File: config.mk
export PLATFORM = sky130hd
export DESIGN_NAME = gp_bus_sched
export DESIGN_NICKNAME = d
export VERILOG_FILES = /design/src/rtl/gp_bus_sched_pkg.sv /design/src/rtl/gp_bus_sched_arb.sv /design/src/rtl/gp_bus_sched.sv
export SDC_FILE = /design/constraint.sdc
export NUM_CORES = 1
export LEC_CHECK = 0
export CAP_MARGIN = 20
export CORE_MARGIN = 3
export CORE_UTILIZATION = 47
export DETAILED_ROUTE_END_ITERATION = 7
export HOLD_SLACK_MARGIN = 0.05
export PLACE_DENSITY = 0.78
export SYNTH_ARGS = -nofsm -noshare
export SYNTH_HDL_FRONTEND = slang
export SYNTH_SLANG_ARGS = --single-unit
File: constraint.sdc
create_clock -name clk -period 2.44 [get_ports clk]
set_input_delay 0.488 -clock clk [delete_from_list [all_inputs] [get_ports clk]]
set_output_delay 0.488 -clock clk [all_outputs]
set_load 0.1 [all_outputs]
File: src/rtl/gp_bus_sched_pkg.sv
// gp_bus_sched_pkg -- shared definitions for the general-purpose register bus
// scheduler: register/requester counts, index width, FSM state encodings and
// a one-hot decode helper.
// Optional feature macro: GP_BUS_SCHED_TURN_EN adds the TURN state that follows
// every DRIVE.
package gp_bus_sched_pkg;

  localparam int NUM_GP_REGS = 4;
  localparam int NUM_REQ     = 2;
  localparam int IDX_W       = 2;

  typedef logic [2:0] state_t;

  localparam state_t ST_IDLE    = 3'd0;
  localparam state_t ST_DRIVE   = 3'd1;
  localparam state_t ST_WSETUP  = 3'd2;
  localparam state_t ST_WSTROBE = 3'd3;
`ifdef GP_BUS_SCHED_TURN_EN
  localparam state_t ST_TURN    = 3'd4;
`endif

  // One-hot select of a gp register from its index.
  function automatic logic [NUM_GP_REGS-1:0] reg_onehot(input logic [IDX_W-1:0] idx);
    logic [NUM_GP_REGS-1:0] one;
    one = {{(NUM_GP_REGS-1){1'b0}}, 1'b1};
    return one << idx;
  endfunction

endpackage

File: src/rtl/gp_bus_sched_arb.sv
// rr_arb2 -- two-way round-robin picker.
// Ports:
//   valid [1:0] : requests present this cycle
//   last        : index of the requester served most recently
//   grant [1:0] : one-hot grant (all zero when nothing is valid)
// A lone request wins outright; on a tie the requester not served last wins.
module rr_arb2 (
  input  logic [1:0] valid,
  input  logic       last,
  output logic [1:0] grant
);

  // Grant decode from the request pattern and last-served pointer.
  always_comb begin
    grant = 2'b00;
    case (valid)
      2'b01:   grant = 2'b01;
      2'b10:   grant = 2'b10;
      2'b11:   grant = last ? 2'b01 : 2'b10;
      default: grant = 2'b00;
    endcase
  end

endmodule

File: src/rtl/gp_bus_sched.sv
// gp_bus_sched -- schedules two requesters onto four gp registers. A read
// drives the selected register onto bus A (n_oe_a low for one cycle); a write
// sets up for one cycle and then strobes w_clk of the selected register.
// Ports:
//   clk, rst   : system clock, synchronous active-high reset
//   req_valid  : per-requester request
//   req_idx    : per-requester target register index
//   req_wr     : per-requester op (1 = write, 0 = read onto bus A)
//   req_ack    : one-cycle completion pulse per requester
//   n_oe_a     : active-low bus-A output enables
//   w_clk      : register write strobes (capture on rising edge)
//   busy       : high whenever the FSM is not idle
// Optional feature macro: GP_BUS_SCHED_TURN_EN inserts a one-cycle TURN
// (all enables high) after every DRIVE.
// Every output is a flop loaded from the next-state decode, so the outputs for
// a state appear in the same cycle the FSM is in that state.
module gp_bus_sched
  import gp_bus_sched_pkg::*;
(
  input  logic                            clk,
  input  logic                            rst,
  input  logic [NUM_REQ-1:0]              req_valid,
  input  logic [NUM_REQ-1:0][IDX_W-1:0]   req_idx,
  input  logic [NUM_REQ-1:0]              req_wr,
  output logic [NUM_REQ-1:0]              req_ack,
  output logic [NUM_GP_REGS-1:0]          n_oe_a,
  output logic [NUM_GP_REGS-1:0]          w_clk,
  output logic                            busy
);

  state_t                   state_r, state_nxt_s;
  logic                     last_r, last_nxt_s;
  logic [IDX_W-1:0]         op_idx_r, op_idx_nxt_s;
  logic                     op_req_r, op_req_nxt_s;
  logic [NUM_REQ-1:0]       ack_r, ack_nxt_s;
  logic [NUM_GP_REGS-1:0]   n_oe_r, n_oe_nxt_s;
  logic [NUM_GP_REGS-1:0]   w_clk_r, w_clk_nxt_s;
  logic                     busy_r;
  logic [NUM_REQ-1:0]       grant_s;
  logic [IDX_W-1:0]         sel_idx_s;
  logic                     sel_wr_s;

  rr_arb2 u_arb (
    .valid (req_valid),
    .last  (last_r),
    .grant (grant_s)
  );

  // Select the granted requester's operation fields.
  always_comb begin
    if (grant_s[1]) begin
      sel_idx_s = req_idx[1];
      sel_wr_s  = req_wr[1];
    end else begin
      sel_idx_s = req_idx[0];
      sel_wr_s  = req_wr[0];
    end
  end

  // Next-state and next-output decode; outputs idle unless a state drives them.
  always_comb begin
    state_nxt_s  = ST_IDLE;
    last_nxt_s   = last_r;
    op_idx_nxt_s = op_idx_r;
    op_req_nxt_s = op_req_r;
    ack_nxt_s    = {NUM_REQ{1'b0}};
    n_oe_nxt_s   = {NUM_GP_REGS{1'b1}};
    w_clk_nxt_s  = {NUM_GP_REGS{1'b0}};
    case (state_r)
      ST_IDLE: begin
        if (|grant_s) begin
          // Latch the operation so later input changes cannot disturb it.
          last_nxt_s   = grant_s[1];
          op_idx_nxt_s = sel_idx_s;
          op_req_nxt_s = grant_s[1];
          if (sel_wr_s) begin
            state_nxt_s = ST_WSETUP;
          end else begin
            state_nxt_s = ST_DRIVE;
            n_oe_nxt_s  = ~reg_onehot(sel_idx_s);
            ack_nxt_s   = grant_s;
          end
        end else begin
          state_nxt_s = ST_IDLE;
        end
      end
      ST_DRIVE: begin
`ifdef GP_BUS_SCHED_TURN_EN
        state_nxt_s = ST_TURN;
`else
        state_nxt_s = ST_IDLE;
`endif
      end
      ST_WSETUP: begin
        state_nxt_s = ST_WSTROBE;
        w_clk_nxt_s = reg_onehot(op_idx_r);
        ack_nxt_s   = op_req_r ? 2'b10 : 2'b01;
      end
      ST_WSTROBE: begin
        state_nxt_s = ST_IDLE;
      end
`ifdef GP_BUS_SCHED_TURN_EN
      ST_TURN: begin
        state_nxt_s = ST_IDLE;
      end
`endif
      default: begin
        state_nxt_s = ST_IDLE;
      end
    endcase
  end

  // State, pointer, latched operation and registered outputs.
  always_ff @(posedge clk) begin
    if (rst) begin
      state_r  <= ST_IDLE;
      last_r   <= 1'b1;
      op_idx_r <= {IDX_W{1'b0}};
      op_req_r <= 1'b0;
      ack_r    <= {NUM_REQ{1'b0}};
      n_oe_r   <= {NUM_GP_REGS{1'b1}};
      w_clk_r  <= {NUM_GP_REGS{1'b0}};
      busy_r   <= 1'b0;
    end else begin
      state_r  <= state_nxt_s;
      last_r   <= last_nxt_s;
      op_idx_r <= op_idx_nxt_s;
      op_req_r <= op_req_nxt_s;
      ack_r    <= ack_nxt_s;
      n_oe_r   <= n_oe_nxt_s;
      w_clk_r  <= w_clk_nxt_s;
      busy_r   <= (state_nxt_s != ST_IDLE);
    end
  end

  assign req_ack = ack_r;
  assign n_oe_a  = n_oe_r;
  assign w_clk   = w_clk_r;
  assign busy    = busy_r;

endmodule

==> run metrics <==
reg-to-reg endpoint=req_ack[0]; clk slew on worst S/H paths=0.09 ns; met3 Usage GRT=8.299%; ANT cells=0; Post-synth EDFFs=0; FF+latch count, synth=17; Max-Cap Viols=0; hold buffer count at CTS=0; Final min period=1.768 ns; CP startpoint kind=input pin; GRT Overall Usage=17.03%; I/O pins=21; top fanout value on the critical path=8; Net Count, Synth=72; RSZ-0062 raised after global routing=no; Multi-input gate area=314.1 um^2; # clock sinks=17; busiest layer in global routing=met2; initial antenna violation count=0; Global Route met1 Usage=18.53%; Final Cycle Share=72.45%; register area=340.3 um^2; hold depth=1; CTS tree=yes; Final ANT Viol Nets=0; FF-to-FF path depth=3; arrival time worst endpoint=1.97 ns; ys async rst share=0%; total iterations of the first detailed-routing run=1; core area=0.001334 mm^2; GR Layer Usage met2=27.03%; WL per Instance=13.30 um; vias per cell=5.495; final hold violation count=0; end of the worst hold path=w_clk[1]; total gr overflow=0; clock latency on the worst-skew pair=0.29 ns; Unique masters post-synth=27; Peak Freq=565.6 MHz; clock buffer depth=2; die height=43.95 um; type of the worst setup path=in -> reg; critical path required time=2.64 ns; Syn Area/Cell=10.92 um^2; Overall Power=665.3 uW; initial drt markers=0; num rows=13; ys flop type=dfxtp_1; worst r2r src=last_r; die area=0.001932 mm^2; total number of vias=544; Post-CTS Setup Bufs=0; hold_sp=op_idx_r[1]; share of layout cells above drive strength 1=26.19%; setup TNS=0 ns; Die X-Extent=43.95 um; area growth from synthesis to layout=28.84%; most frequent cells in the layout=dfxtp_1 (17), buf_4 (11), clkdlybuf4s50_1 (9); HP Class=reg -> reg; nets@finish=95; Finish-stage setup viols=0; clk root buf=clkbuf_4; Register-to-Register Setup Slack=1.08 ns; vias in the first global route=542; Total Wirelength=1317 um; final core occ=65.38%; outcome=completed; cts repair resizes=0; PwrDens=762.8 mW/mm^2; total count of max-transition violations in the final report=0; cells after synthesis=62; Peak VDD IR=0.0003845 V; Buffers on Ports=20; most common cell after layout, fill and taps aside=dfxtp_1; htree depth=1; Rel. slew slack=61.66%; sequential share of the synthesized area=50.28%; fill count=120; routability cong.=0.7264; Initial Util=50.75%; synthesized area=676.9 um^2; static leakage=0.0003599 uW; drt drc=0; Clock Skew=0.001945 ns; Worst Tran Pin Value=0.5707 ns; CTS Buf Count=3; Ys Warns=0; DP Wirelength=1004 um; first-pass GRT wire length=2332 um; endpoint type of the worst setup path=flip-flop; pin count of the biggest net entering global routing=11
stage by stage:
stage	setup slack [ns]	instances	hold WS, ns	area, um^2
2_1_floorplan	0.9777	62	0.4486	676.9
3_3_place_gp	0.4018	95	0.4795	845.8
3_5_place_dp	0.3680	95	0.4761	845.8
4_1_cts	0.6799	99	0.4914	872.1
5_1_grt	0.6104	99	0.5193	872.1
6_report	0.6721	99	0.4914	872.1
Yosys cell counts, types with 2 or more instances:
library cell	n	area, um^2
mux2i_1	2	20.02
mux2_2	3	33.78
nand2_1	3	11.26
nor3b_1	2	15.01
nor3_1	3	15.01
buf_6	2	22.52
a21oi_1	3	15.01
nor2_1	5	18.77
nand4_1	4	25.02
a211oi_1	2	15.01
dfxtp_1	17	340.3
cells by family (layout without fill, tap and decap cells):
logic type | count (synthesis) | count (layout) | share of synthesized area (%)
AO/OA/AOI/OAI | 13 | 13 | 16.64
buffers and inverters | 2 | 24 | 3.327
flip-flops | 17 | 17 | 50.28
multiplexers | 6 | 6 | 10.17
AND/OR/NAND/NOR | 24 | 24 | 19.59
metal layers:
metal / share of wire [%] / vias to the layer above
met1: 44 / 243
met4: 1.9 / 0
met5: 0 / -
met2: 47 / 19
met3: 6.8 / 4
li1: - / 278
sequential cells by signal (all words and copies together) (netlist names):
signal / cells
req_ack: 2
op_req_r: 1
n_oe_a: 4
state_r: 2
busy: 1
last_r: 1
w_clk: 4
op_idx_r: 2
report_power, final:
group	leakage, uW	internal (uW)	switching [uW]
clock	0.0000150	63.6	84.6
sequential	0.000139	302	23.9
combinational	0.000206	63.4	127
total	0.000360	429	236
how the worst max path moves through the flow:
stage                     slack, ns  cells past startpoint    startpoint          to
final                          0.67                      4  req_valid[1]  req_ack[0]
after global routing           0.61                      4  req_valid[1]  req_ack[0]
after CTS                      0.68                      4  req_valid[1]  req_ack[0]
after detailed placement       0.37                      4  req_valid[1]  req_ack[0]
after global placement         0.40                      4  req_valid[1]  req_ack[0]
after floorplan                0.98                      3  req_valid[1]  req_ack[0]
critical path: stages:
cell and delay [ns]:
clkdlybuf4s50_1 0.52, a21boi_4 0.33, mux2_4 0.35, o41ai_2 0.29
final cells by class:
class / count / share of cell area, %
Clock buffer: 4 / 3.013
Timing Repair Buffer: 20 / 19.80
Tap cell: 15 / 2.152
Multi-Input combinational cell: 43 / 36.01
Sequential cell: 17 / 39.02
Note: power is estimated with default switching activity, not from simulation.
